**config.mk**
```make
export PLATFORM = sky130hd
export DESIGN_NAME = cobi_scanout_reader
export DESIGN_NICKNAME = d
export VERILOG_FILES = /design/src/rtl/cobi_pkg.sv /design/src/rtl/cobi_scan_phase_timer.sv /design/src/rtl/cobi_scanout_reader.sv
export SDC_FILE = /design/constraint.sdc
export NUM_CORES = 1
export LEC_CHECK = 0
export CAP_MARGIN = 20
export CORE_MARGIN = 5
export CORE_UTILIZATION = 45
export DETAILED_ROUTE_END_ITERATION = 16
export PLACE_DENSITY = 0.77
export SLEW_MARGIN = 20
export SYNTH_ARGS = -nofsm -noshare
export SYNTH_HDL_FRONTEND = slang
export SYNTH_SLANG_ARGS = --single-unit
```
**constraint.sdc**
```tcl
create_clock -name clk -period 1.6 [get_ports clk]
set_clock_uncertainty 0.15 [all_clocks]
set_input_delay 0.24 -clock clk [delete_from_list [all_inputs] [get_ports clk]]
set_output_delay 0.24 -clock clk [all_outputs]
set_load 0.05 [all_outputs]
```
**src/rtl/cobi_pkg.sv**
```systemverilog
// cobi_pkg: shared COBI constants, reader state encoding and a width helper.
package cobi_pkg;
  localparam int COBI_SPINS_PER_CHIP = 64;
  typedef enum logic [2:0] {IDLE, SAMPLE, SETTLE, SHIFT_LO, SHIFT_HI, DONE} reader_state_t;
  function automatic int width_of(input int n);
    return (n > 1) ? $clog2(n) : 1;
  endfunction
endpackage

```
**src/rtl/cobi_scan_phase_timer.sv**
```systemverilog
// cobi_scan_phase_timer: loadable down-counter whose terminal count ends the current phase.
module cobi_scan_phase_timer #(
  parameter int W = 1
) (
  input  logic         clk,
  input  logic         rst_n,
  input  logic         load,
  input  logic [W-1:0] value,
  output logic         tc
);
  logic [W-1:0] cnt;
  assign tc = (cnt == '0);
  always_ff @(posedge clk)
    if (!rst_n) cnt <= '0;
    else cnt <= load ? value : (tc ? cnt : cnt - W'(1));
endmodule

```
**src/rtl/cobi_scanout_reader.sv**
```systemverilog
// cobi_scanout_reader: samples COBI spins, scans all chains out in parallel and offers the
// deserialized spin vector through a valid/ready handshake.
module cobi_scanout_reader
  import cobi_pkg::*;
#(
  parameter int NUM_CHAINS          = 4,
  parameter int NUM_CHIPS_PER_CHAIN = 1,
  parameter int CLK_DIV             = 2,
  parameter int SAMPLE_CYCLES       = 2,
  parameter int SETTLE_CYCLES       = 2
) (
  input  logic                                                   clk,
  input  logic                                                   rst_n,
  input  logic                                                   start,
  output logic                                                   busy,
  output logic                                                   sample_clk,
  output logic                                                   scanout_clk,
  output logic                                                   all_row_hi,
  input  logic [NUM_CHAINS-1:0]                                  scanout_dout64,
  output logic [NUM_CHAINS*COBI_SPINS_PER_CHIP*NUM_CHIPS_PER_CHAIN-1:0] spins,
  output logic                                                   valid,
  input  logic                                                   ready
);
  localparam int BITS = COBI_SPINS_PER_CHIP * NUM_CHIPS_PER_CHAIN;
  localparam int BW   = $clog2(BITS + 1);
  localparam int MAXC = (CLK_DIV > SAMPLE_CYCLES)
                        ? ((CLK_DIV > SETTLE_CYCLES) ? CLK_DIV : SETTLE_CYCLES)
                        : ((SAMPLE_CYCLES > SETTLE_CYCLES) ? SAMPLE_CYCLES : SETTLE_CYCLES);
  localparam int TW   = width_of(MAXC);

  reader_state_t state, next;
  logic load, tc, shift_en, last_bit;
  logic [TW-1:0] load_val;
  logic [BW-1:0] bit_cnt;
  logic [NUM_CHAINS*BITS-1:0] flat;

  // One timer serves every timed phase; it is reloaded on each phase change.
  cobi_scan_phase_timer #(.W(TW)) u_timer (
    .clk  (clk),
    .rst_n(rst_n),
    .load (load),
    .value(load_val),
    .tc   (tc)
  );

  assign last_bit = (bit_cnt == BW'(BITS - 1));
  assign load     = (state == IDLE) || tc;
  assign shift_en = (state == SHIFT_LO) && tc;
  assign load_val = (next == SETTLE) ? TW'(SETTLE_CYCLES - 1)
                  : (next == SHIFT_LO || next == SHIFT_HI) ? TW'(CLK_DIV - 1)
                  : TW'(SAMPLE_CYCLES - 1);

  always_comb begin
    next = state;
    case (state)
      IDLE:     next = (start && !valid) ? SAMPLE : IDLE;
      SAMPLE:   next = tc ? SETTLE : SAMPLE;
      SETTLE:   next = tc ? SHIFT_LO : SETTLE;
      SHIFT_LO: next = tc ? SHIFT_HI : SHIFT_LO;
      SHIFT_HI: next = tc ? (last_bit ? DONE : SHIFT_LO) : SHIFT_HI;
      DONE:     next = IDLE;
      default:  next = IDLE;
    endcase
  end

  always_ff @(posedge clk)
    if (!rst_n) bit_cnt <= '0;
    else if (state == SETTLE) bit_cnt <= '0;
    else if (state == SHIFT_HI && tc) bit_cnt <= bit_cnt + BW'(1);

  // Outputs are registered from the next state so they line up with the state they belong to.
  always_ff @(posedge clk)
    if (!rst_n) begin
      state       <= IDLE;
      busy        <= 1'b0;
      sample_clk  <= 1'b0;
      scanout_clk <= 1'b0;
      all_row_hi  <= 1'b0;
      valid       <= 1'b0;
      spins       <= '0;
    end else begin
      state       <= next;
      busy        <= next inside {SAMPLE, SETTLE, SHIFT_LO, SHIFT_HI};
      sample_clk  <= (next == SAMPLE);
      scanout_clk <= (next == SHIFT_HI);
      all_row_hi  <= 1'b0;
      valid       <= (state == DONE) || (valid && !ready);
      if (state == DONE) spins <= flat;
    end

  for (genvar g = 0; g < NUM_CHAINS; g++) begin : g_chain
    logic [BITS-1:0] sr;
    always_ff @(posedge clk)
      if (!rst_n) sr <= '0;
      else if (shift_en) sr <= {sr[BITS-2:0], scanout_dout64[g]};
    assign flat[g*BITS +: BITS] = sr;
  end
endmodule

```
==> results of run 1 <==
## power groups by stage
stage / Sequential (mW) / Clock [mW] / Combinational, mW
2_1_floorplan: 13.5 / 0 / 0.441
3_3_place_gp: 13.5 / 0 / 0.783
3_5_place_dp: 13.5 / 0 / 0.806
4_1_cts: 13.2 / 12.8 / 0.873
5_1_grt: 13.2 / 13.5 / 1.13
6_report: 13.2 / 12.8 / 1.08
## worst min path at each step
stage,endpoint,slack [ns],start,depth (start not counted)
2_1_floorplan,state[2]$_SDFF_PN0_,0.21,rst_n,1
6_report,g_chain[3].sr[0]$_SDFFE_PN0P_,0.08,scanout_dout64[3],3
4_1_cts,g_chain[2].sr[0]$_SDFFE_PN0P_,0.04,scanout_dout64[2],3
5_1_grt,g_chain[3].sr[0]$_SDFFE_PN0P_,0.08,scanout_dout64[3],3
3_3_place_gp,g_chain[2].sr[63]$_SDFFE_PN0P_,0.30,g_chain[2].sr[63]$_SDFFE_PN0P_,2
3_5_place_dp,g_chain[2].sr[63]$_SDFFE_PN0P_,0.30,g_chain[2].sr[63]$_SDFFE_PN0P_,2
## critical path: stages (launching register included)
cell and delay, ns:
sky130_fd_sc_hd__dfxtp_4 0.37, sky130_fd_sc_hd__nand2b_4 0.15, sky130_fd_sc_hd__nor3b_4 0.21, sky130_fd_sc_hd__buf_6 0.17, sky130_fd_sc_hd__buf_12 0.17, sky130_fd_sc_hd__buf_6 0.13
sky130_fd_sc_hd__nand2_1 0.11, sky130_fd_sc_hd__a21oi_2 0.18
## cell usage after synthesis (2+ instances only)
cell                          n  area, um^2
sky130_fd_sc_hd__clkbuf_1    69       259.0
sky130_fd_sc_hd__nand2b_1     4       25.02
sky130_fd_sc_hd__dfxtp_1    527       10550
sky130_fd_sc_hd__buf_2      104       520.5
sky130_fd_sc_hd__and3_1       2       12.51
sky130_fd_sc_hd__inv_1        2       7.510
sky130_fd_sc_hd__xor2_1       3       26.28
sky130_fd_sc_hd__nor2_1      12       45.04
sky130_fd_sc_hd__nor3_1       2       10.01
sky130_fd_sc_hd__nand3_1      2       10.01
sky130_fd_sc_hd__buf_4        2       15.01
sky130_fd_sc_hd__nand2_1   1029        3862
sky130_fd_sc_hd__xnor2_1      4       35.03
sky130_fd_sc_hd__o21ai_0      5       25.02
sky130_fd_sc_hd__a21oi_1    517        2587
## metal layers
layer | wire [um] | part of all wire (%)
met1 | 22790 | 37
met2 | 31410 | 52
met4 | 2074 | 3.4
met5 | 0 | 0
met3 | 4659 | 7.6
## cells by family (layout without fill, tap and decap cells)
group           after synthesis  count (layout)
compound gates              528             528
xor+xnor                      7               7
fa+ha+maj                     1               1
buf+inv                     177             515
flops                       527             527
mux                           1               1
other cells                   1               1
simple gates               1062            1062
## flip-flops by register name (all words and copies together), names as in the netlist, 3 cells and up
register / count
spins: 256
g_chain.sr: 256
state: 3
bit_cnt: 7
## per-stage QoR
stage	hold WS, ns	instance area, um^2	worst slack [ns]
after floorplan	0.2117	18180	0.0005036
after global placement	0.2951	24550	-0.02927
after detailed placement	0.3025	24550	-0.1402
after CTS	0.03676	26720	-0.04272
after global routing	0.08364	28570	-0.1678
final	0.08436	28570	-0.1243
## final cells by class
class                           count  area [um^2]  area share (%)
Tap cell                          525        656.9           2.299
Sequential cell                   527        10570           37.00
Inverter                            2        15.01         0.05254
Clock inverter                     21        274.0          0.9589
Timing Repair Buffer              419         7666           26.83
Multi-Input combinational cell   1600         7868           27.53
Clock buffer                       73         1521           5.324
## timing repair
item	in CTS	in global routing
buffers inserted	8	4
hold buffers	0	0
cloned	6	29
pin swaps	2	92
endpoints found under the setup margin	481	332
resized for setup	46	323
==> reports/qor.txt, run 1 <==
=====================================================================================
Detailed-placement wirelength estimate .................................    33,460 um
Sink count of the clock tree ...........................................          527
Number of warnings issued by yosys .....................................            0
Number of inserted diodes ..............................................            0
Fill cells .............................................................        2,468
Via count of the first global-routing pass .............................       16.08k
Area of the die ........................................................  44,530 um^2
Final period demand of the worst path ..................................     1.724 ns
Maximum count of clock buffers along a single path .....................            3
Routing layer with the top usage in global route .......................         met2
Violation count after the first detailed-route iteration ...............        1,455
Unrepaired setup endpoints after global routing ........................         true
Fraction of synthesized cell area in xor and xnor cells ................      0.3372%
Layout Utilization .....................................................       71.75%
Worst setup path startpoint ............................................ state[2]$_SDFF_PN0_
Maximum number of pins on one net before global-route repair ...........           58
Proportion of layout cells with a drive suffix above 1 .................       28.39%
I/O Buffers ............................................................          267
Part of the total power dissipated in sequential elements ..............        48.7%
Clock buffers created by TritonCTS .....................................           51
Root Driver ............................................................ sky130_fd_sc_hd__clkbuf_16
Share of power burned in the clock network .............................        47.3%
Highest-count cells in the layout ignoring fill and taps ............... 953 x sky130_fd_sc_hd__nand2_1, 514 x sky130_fd_sc_hd__dfxtp_1, 367 x sky130_fd_sc_hd__a21oi_1
Fin crit share .........................................................       107.8%
All-layer global routing usage .........................................       21.95%
Net count reported at finish ...........................................        2,610
Initial antenna violation count ........................................            0
Leak ...................................................................     10.36 nW
EDFF count, synth ......................................................            0
Compound-cell area share of the yosys netlist ..........................       14.64%
Starting density of the core ...........................................       45.66%
Vertical die dimension .................................................     211.0 um
Crit path setup slack, layout ..........................................   -0.1243 ns
Final hold violations ..................................................            0
Category of the critical setup timing path ............................. flip-flop to flip-flop
Number of different library cells in the post-synthesis netlist ........           35
Total core area ........................................................  39,820 um^2
Syn-to-layout area delta ...............................................       57.16%
Gate count after technology mapping ....................................        2,304
Met1 track demand over resource ........................................       27.00%
Maximum level of the CTS H-tree ........................................            2
Endpoint type of the worst setup path ..................................    flip-flop
Met2 track utilization from global routing .............................       38.68%
Met3 track demand over resource in global routing ......................       4.530%
Result of the run ...................................................... complete, but fails checks
Post-synthesis mux area share ..........................................     0.06193%
Simple-gate area share of the yosys netlist ............................       22.43%
Vias per cell ..........................................................        5.537
Total setup violations reported at the end of the flow .................          196
Worst setup slack for register-to-register paths .......................     -0.12 ns
Number of placed instances, taps included ..............................        3,027
Worst reg2reg path depth ...............................................            7
Final Power ............................................................     27.06 mW
Total wire length after detailed routing ...............................    60,930 um
Endpoint of the worst setup timing path ................................ g_chain[0].sr[46]$_SDFFE_PN0P_
Max capacitance violation total ........................................            0
Antenna-violating nets left ............................................            0
Worst rel slew slack ...................................................       61.06%
First-pass GRT wire length .............................................    81,850 um
Mapped Nets ............................................................        2,313
Post-synthesis sequential element count ................................          527
Flip-flop cell with the highest count after synthesis .................. sky130_fd_sc_hd__dfxtp_1
Maximum fanout along the worst path ....................................            8
FFs w/ async S/R, synth ................................................           0%
Cell area after technology mapping .....................................  18,180 um^2
Required @ worst endpoint ..............................................      1.95 ns
Adder and majority cell fraction of the synthesized area ...............     0.06881%
Portion of total power attributed to combinational logic ...............         4.0%
Count of TritonRoute iterations in the first routing pass ..............            6
Die X-Extent ...........................................................     211.0 um
CP Launch Type .........................................................    flip-flop
Routed WL per cell .....................................................     19.24 um
Finished Layout Cells ..................................................        3,167
Reg2Reg Launch Point ................................................... state[2]$_SDFF_PN0_
Number of rows in the core area ........................................           73
Sequential element share of the synthesized area .......................       58.02%
F_max ..................................................................    579.9 MHz
Clock network latency to the later pin of the worst-skew pair ..........      0.58 ns
Worst R2R End .......................................................... g_chain[0].sr[46]$_SDFFE_PN0P_
GRT overflow ...........................................................            0
Violated checks ........................................................ setup timing
Transition time at the pin with the least slew margin ..................    0.5802 ns
CP arrival .............................................................      2.08 ns
Setup TNS after final layout ...........................................    -4.313 ns
Min-delay worst type ................................................... input port to flip-flop
TritonCTS clock tree ...................................................         done
Clock-pin slew of the registers on the worst-case setup and hold paths .      0.06 ns
Peak supply drop .......................................................      1067 uV
Syn Area/Cell ..........................................................   7.892 um^2
Commonest non-fill, non-tap cell in the layout ......................... sky130_fd_sc_hd__nand2_1
Fraction of power spent switching nets .................................       21.81%
DRC Markers ............................................................            0
Cell Int Power .........................................................     21.16 mW
Net switching power ....................................................     5.901 mW
Dominant combinational cell family by area after synthesis ............. simple AND/OR/NAND/NOR gates
Pins Over Slew Limit ...................................................            0
Number of top-level pins ...............................................          269
PD cells ............................................................... 946.9 nW/um^2
Via total after detailed routing .......................................       17.54k
Global placer's final weighted congestion ..............................       0.8031
=====================================================================================
Note: power is estimated with default switching activity, not from simulation.
==> run 2, diff against run 1 <==
--- a/config.mk
+++ b/config.mk
@@ -5,6 +5,7 @@
 export SDC_FILE = /design/constraint.sdc
 export NUM_CORES = 1
 export LEC_CHECK = 0
+export ABC_AREA = 1
 export CAP_MARGIN = 20
 export CORE_MARGIN = 5
 export CORE_UTILIZATION = 45
==> reports/qor.txt, run 2 <==
========================================================================================
Result of the run ......................................................... complete, but fails checks
Violated checks ........................................................... setup timing
Net switching power .......................................................     6.146 mW
Crit-path slowest cell .................................................... sky130_fd_sc_hd__dfxtp_4
First-pass GRT wire length ................................................    79,640 um
All-layer global routing usage ............................................       21.16%
Starting density of the core ..............................................       45.29%
Total core area ...........................................................  40,740 um^2
Share of power burned in the clock network ................................        45.4%
Count of TritonRoute iterations in the first routing pass .................            5
Highest-count cells in the layout ignoring fill and taps .................. 510 x sky130_fd_sc_hd__dfxtp_1, 495 x sky130_fd_sc_hd__nor2_1, 361 x sky130_fd_sc_hd__o21ai_0
Maximum count of clock buffers along a single path ........................            3
Number of placed instances, taps included .................................        3,028
Syn Area/Cell .............................................................   7.936 um^2
Gate count after technology mapping .......................................        2,325
Violation count after the first detailed-route iteration ..................        1,162
Finished Layout Cells .....................................................        3,142
Maximum level of the CTS H-tree ...........................................            2
Endpoint type of the worst setup path .....................................    flip-flop
DRC Markers ...............................................................            0
Min-delay worst type ...................................................... input port to flip-flop
Clock-pin slew of the registers on the worst-case setup and hold paths ....      0.06 ns
Peak supply drop ..........................................................     810.9 uV
Area of placed instances ..................................................  24,540 um^2
Crit path setup slack, layout .............................................  -0.05766 ns
Final period demand of the worst path .....................................     1.658 ns
Portion of total power attributed to combinational logic ..................         5.7%
Post-synthesis sequential element count ...................................          527
TritonCTS clock tree ......................................................         done
Via total after detailed routing ..........................................       16.24k
Net count reported at finish ..............................................        2,580
CP arrival ................................................................      1.97 ns
Flip-flop cell with the highest count after synthesis ..................... sky130_fd_sc_hd__dfxtp_1
Maximum cell stage delay along the critical path ..........................      0.38 ns
Clock buffers created by TritonCTS ........................................           51
Global placer's final weighted congestion .................................       0.8170
I/O Buffers ...............................................................          267
Unrepaired setup endpoints after global routing ...........................         true
Total setup violations reported at the end of the flow ....................           69
Via count of the first global-routing pass ................................       15.73k
Fraction of power spent switching nets ....................................       22.21%
Detailed-placement wirelength estimate ....................................    31,870 um
Number of different library cells in the post-synthesis netlist ...........           25
Number of buffer and inverter stages on the critical path .................            3
Share of Yosys cell area claimed by the top area cell type ................       57.18%
Number of rows in the core area ...........................................           74
Final hold violations .....................................................            0
Setup slack at placement ..................................................   -0.1498 ns
GRT overflow ..............................................................            0
Die X-Extent ..............................................................     212.5 um
Pins Over Slew Limit ......................................................            0
FFs w/ async S/R, synth ...................................................           0%
Cell Chain, Critical Path ................................................. inv_6, nor2_4, nand3_4, buf_12, clkbuf_16, o21ai_0, nor2_1
Clock network latency to the later pin of the worst-skew pair .............      0.58 ns
Category of cells accounting for the largest share of critical-path delay . buffers and inverters
Number of inserted diodes .................................................            0
Part of the total power dissipated in sequential elements .................        48.9%
Leading cell types by count after synthesis ............................... 531 x sky130_fd_sc_hd__nor2_1, 527 x sky130_fd_sc_hd__dfxtp_1, 494 x sky130_fd_sc_hd__o21ai_0
Mapped Nets ...............................................................        2,334
Largest registers ......................................................... g_chain.sr (256), spins (256), bit_cnt (7)
Required @ worst endpoint .................................................      1.91 ns
Total wire length after detailed routing ..................................    50,690 um
Fill cells ................................................................        2,904
Syn-to-layout area delta ..................................................       46.80%
Cell area after technology mapping ........................................  18,450 um^2
Vias per cell .............................................................        5.170
Category of the critical setup timing path ................................ flip-flop to flip-flop
Proportion of layout cells with a drive suffix above 1 ....................       20.19%
Number of top-level pins ..................................................          269
PD cells .................................................................. 1021 nW/um^2
Sink count of the clock tree ..............................................          527
Final Instance Area .......................................................  27,090 um^2
Top cell type by total area after synthesis ............................... sky130_fd_sc_hd__dfxtp_1
Leak ......................................................................     10.01 nW
Root Driver ............................................................... sky130_fd_sc_hd__clkbuf_16
EDFF count, synth .........................................................            0
Sequential element share of the synthesized area ..........................       57.18%
Cell Int Power ............................................................     21.52 mW
Fin crit share ............................................................       103.6%
Number of warnings issued by yosys ........................................            0
Setup TNS after final layout ..............................................    -1.143 ns
Leading cell types by total area after synthesis .......................... sky130_fd_sc_hd__dfxtp_1 57%, sky130_fd_sc_hd__o21ai_0 13%, sky130_fd_sc_hd__nor2_1 11%
Cell with the most instances after synthesis .............................. sky130_fd_sc_hd__nor2_1
Max capacitance violation total ...........................................            0
Worst hold slack ..........................................................    0.1675 ns
CP Launch Type ............................................................    flip-flop
Commonest non-fill, non-tap cell in the layout ............................ sky130_fd_sc_hd__dfxtp_1
Area of the die ...........................................................  45,150 um^2
Layout Utilization ........................................................       66.49%
Antenna-violating nets left ...............................................            0
Final Power ...............................................................     27.67 mW
Initial antenna violation count ...........................................            1
Routed WL per cell ........................................................     16.13 um
Worst setup slack for register-to-register paths ..........................     -0.06 ns
Maximum number of pins on one net before global-route repair ..............          102
Maximum fanout along the worst path .......................................           31
Vertical die dimension ....................................................     212.5 um
F_max .....................................................................    603.3 MHz
========================================================================================
-- run 2: logic make-up after synthesis --
| logic type | synth area share [%] |
|---|---|
| xor+xnor | 0.09495 |
| compound gates | 21.10 |
| other cells | 0.02032 |
| flops | 57.18 |
| simple gates | 12.05 |
| fa+ha+maj | 0.06780 |
| buf+inv | 9.487 |
-- run 2: final timing paths --
path | endpoint | startpoint | cells past startpoint
worst min-delay path | g_chain[1].sr[0]$_SDFFE_PN0P_ | scanout_dout64[1] | 3
worst max-delay path | g_chain[2].sr[46]$_SDFFE_PN0P_ | state[1]$_SDFF_PN0_ | 7
worst max register to register | g_chain[2].sr[46]$_SDFFE_PN0P_ | state[1]$_SDFF_PN0_ | 7
worst min register to register | spins[244]$_SDFFE_PN0P_ | spins[244]$_SDFFE_PN0P_ | 2
-- run 2: final cells by class --
| cell class | count | area [um^2] | share of cell area, % |
|---|---|---|---|
| flip-flops and latches | 527 | 10580 | 39.06 |
| repair buffers | 362 | 6650 | 24.55 |
| multi-input cells | 1357 | 6356 | 23.47 |
| clock buffers | 71 | 1474 | 5.442 |
| inverters | 270 | 1045 | 3.857 |
| well taps | 532 | 665.6 | 2.457 |
| clock inverters | 21 | 289.0 | 1.067 |
| repair inverters | 2 | 27.53 | 0.1016 |
-- run 2: worst register-to-register path, stage by stage (launching register included) --
cell and delay [ns]:
sky130_fd_sc_hd__dfxtp_4 0.38, sky130_fd_sc_hd__inv_6 0.05, sky130_fd_sc_hd__nor2_4 0.12, sky130_fd_sc_hd__nand3_4 0.13, sky130_fd_sc_hd__buf_12 0.20, sky130_fd_sc_hd__clkbuf_16 0.25, sky130_fd_sc_hd__o21ai_0 0.19, sky130_fd_sc_hd__nor2_1 0.06
-- run 2: power by group through the flow --
| stage | sequential [mW] | combinational, mW | clock [mW] |
|---|---|---|---|
| after floorplan | 13.9 | 0.827 | 0 |
| after global placement | 13.8 | 1.33 | 0 |
| after detailed placement | 13.8 | 1.39 | 0 |
| after CTS | 13.5 | 1.47 | 12.7 |
| after global routing | 13.6 | 1.75 | 13.2 |
| final | 13.5 | 1.58 | 12.6 |
-- run 2: metal layers --
layer | vias up | share of wire [%] | track usage, %
met5 | - | 0.026 | 0
met3 | 104 | 5.4 | 3.940
li1 | 7948 | - | -
met4 | 2 | 3.1 | 7.548
met1 | 7756 | 40 | 25.52
met2 | 434 | 51 | 37.80
-- run 2: what timing repair did --
item / in CTS / in global routing
setup buffers: 6 / 0
hold buffers: 1 / 0
resized for setup: 64 / 187
endpoints found under the setup margin: 252 / 284
cloned: 7 / 8
hold endpoints to repair: 27 / 0
pin swaps: 1 / 4
==> run 3, diff against run 2 <==
--- a/config.mk
+++ b/config.mk
@@ -7,7 +7,6 @@
 export LEC_CHECK = 0
 export ABC_AREA = 1
 export CAP_MARGIN = 20
-export CORE_MARGIN = 5
 export CORE_UTILIZATION = 45
 export DETAILED_ROUTE_END_ITERATION = 16
 export PLACE_DENSITY = 0.77
==> reports/qor.txt, run 3 (synthesis gave the netlist of run 2 again) <==
=====================================================================================
Result of the run ...................................................... complete, but fails checks
Violated checks ........................................................ setup timing
Met2 WL post-DR ........................................................    24,890 um
Fin crit share .........................................................       108.1%
Maximum count of clock buffers along a single path .....................            3
Number of placed instances, taps included ..............................        3,015
I/O Buffers ............................................................          267
Largest registers ...................................................... g_chain.sr (256), spins (256), bit_cnt (7)
Total length of routed met3 wires ......................................      2809 um
Required @ worst endpoint ..............................................      1.90 ns
Endpoint type of the worst setup path ..................................    flip-flop
Sink count of the clock tree ...........................................          527
Detailed-placement wirelength estimate .................................    29,930 um
Beginning of the worst hold path ....................................... scanout_dout64[1]
CP Launch Type .........................................................    flip-flop
Final Power ............................................................     26.86 mW
DRC Markers ............................................................            0
Total setup violations reported at the end of the flow .................           28
Sink of the worst hold path ............................................ g_chain[1].sr[0]$_SDFFE_PN0P_
Count of TritonRoute iterations in the first routing pass ..............            7
Clock buffers created by TritonCTS .....................................           51
PD cells ............................................................... 1004 nW/um^2
Commonest non-fill, non-tap cell in the layout ......................... sky130_fd_sc_hd__nor2_1
Global placer's final weighted congestion ..............................       0.8380
Leak ...................................................................     9.859 nW
Starting density of the core ...........................................       46.02%
Net count reported at finish ...........................................        2,574
All-layer global routing usage .........................................       22.14%
Clock-pin slew of the registers on the worst-case setup and hold paths .      0.06 ns
Maximum fanout along the worst path ....................................           33
Highest-count cells in the layout ignoring fill and taps ............... 526 x sky130_fd_sc_hd__nor2_1, 507 x sky130_fd_sc_hd__dfxtp_1, 317 x sky130_fd_sc_hd__o21ai_0
Category of the critical setup timing path ............................. flip-flop to flip-flop
Initial antenna violation count ........................................            1
Worst R2R End .......................................................... g_chain[1].sr[53]$_SDFFE_PN0P_
Final period demand of the worst path ..................................     1.729 ns
Peak supply drop .......................................................     822.8 uV
Total wire length after detailed routing ...............................    49,030 um
Area of the die ........................................................  41,820 um^2
Routed WL per cell .....................................................     15.67 um
Via count of the first global-routing pass .............................       15.36k
Vias per cell ..........................................................        5.181
Met1 wire length .......................................................    19,750 um
GRT overflow ...........................................................            0
WHS Path Cells .........................................................            3
Maximum level of the CTS H-tree ........................................            2
Highest metal layer with signal wires ..................................         met5
Unrepaired setup endpoints after global routing ........................         true
Min-delay worst type ................................................... input port to flip-flop
Clock network latency to the later pin of the worst-skew pair ..........      0.59 ns
Worst reg2reg path depth ...............................................            7
Antenna-violating nets left ............................................            0
Max capacitance violation total ........................................            0
Root Driver ............................................................ sky130_fd_sc_hd__clkbuf_16
Final hold violations ..................................................            0
Violation count after the first detailed-route iteration ...............          928
Syn-to-layout area delta ...............................................       45.01%
TritonCTS clock tree ...................................................         done
Reg2Reg Launch Point ................................................... state[1]$_SDFF_PN0_
Die X-Extent ...........................................................     204.5 um
Worst setup slack for register-to-register paths .......................     -0.13 ns
Crit path setup slack, layout ..........................................   -0.1289 ns
Number of inserted diodes ..............................................            0
Number of top-level pins ...............................................          269
Proportion of layout cells with a drive suffix above 1 .................       19.05%
Worst setup path startpoint ............................................ state[1]$_SDFF_PN0_
Pins Over Slew Limit ...................................................            0
Number of rows in the core area ........................................           73
Vertical die dimension .................................................     204.5 um
Maximum number of pins on one net before global-route repair ...........          125
Total core area ........................................................  40,100 um^2
Finished Layout Cells ..................................................        3,129
CP arrival .............................................................      2.03 ns
First-pass GRT wire length .............................................    75,970 um
F_max ..................................................................    578.4 MHz
Via total after detailed routing .......................................       16.21k
=====================================================================================
run 3: how the worst max path moves through the flow:
stage                                           to  cells past startpoint
global placement    g_chain[3].sr[59]$_SDFFE_PN0P_                      7
detailed placement  g_chain[1].sr[53]$_SDFFE_PN0P_                      7
CTS                 g_chain[2].sr[43]$_SDFFE_PN0P_                      8
floorplan                          busy$_SDFF_PN0_                      7
finish              g_chain[1].sr[53]$_SDFFE_PN0P_                      7
global route        g_chain[1].sr[53]$_SDFFE_PN0P_                      7
run 3: cell type report:
class / count / area, um^2
repair inverters: 3 / 41.29
multi-input cells: 1357 / 6297
repair buffers: 355 / 6502
clock inverters: 18 / 196.4
fillers: 2921 / 13340
flip-flops and latches: 527 / 10580
clock buffers: 74 / 1443
well taps: 525 / 656.9
inverters: 270 / 1042
run 3: repair_timing:
item | CTS | global route
endpoints found under the hold margin | 28 | 0
gates cloned | 5 | 10
pin swaps | 0 | 15
hold buffers | 1 | 0
setup endpoints to repair | 247 | 262
resized for setup | 56 | 224
setup buffers | 3 | 3
run 3: layer usage:
metal | GRT usage [%] | up-vias
met4 | 8.742 | 2
li1 | - | 7936
met5 | 0 | -
met3 | 3.468 | 112
met2 | 38.72 | 542
met1 | 27.12 | 7618
run 3: critical path, stage by stage (launching register included):
cell,delay [ns]
sky130_fd_sc_hd__dfxtp_2,0.37
sky130_fd_sc_hd__inv_4,0.06
sky130_fd_sc_hd__nor2_4,0.13
sky130_fd_sc_hd__nand3_4,0.13
sky130_fd_sc_hd__buf_12,0.19
sky130_fd_sc_hd__buf_16,0.17
sky130_fd_sc_hd__o21ai_1,0.23
sky130_fd_sc_hd__nor2_1,0.10
run 3: power by group:
part	internal [mW]	leakage, nW	total, mW	switching (mW)
combinational	0.628	4.81	1.57	0.940
sequential	13.3	4.26	13.5	0.187
clock	6.76	0.788	11.8	5.01
run 3: stage by stage:
step	area, um^2	hold slack [ns]	util (%)	setup TNS, ns	worst slack [ns]
after floorplan	18450	0.2543	-	0	0.1591
after global placement	24410	0.3001	60.88	0	0.01299
after detailed placement	24410	0.3166	60.88	-5.858	-0.08076
after CTS	26270	0.1024	65.53	-0.01946	-0.007626
after global routing	26760	0.1526	66.73	-6.875	-0.1212
final	26760	0.1267	66.73	-0.4600	-0.1289
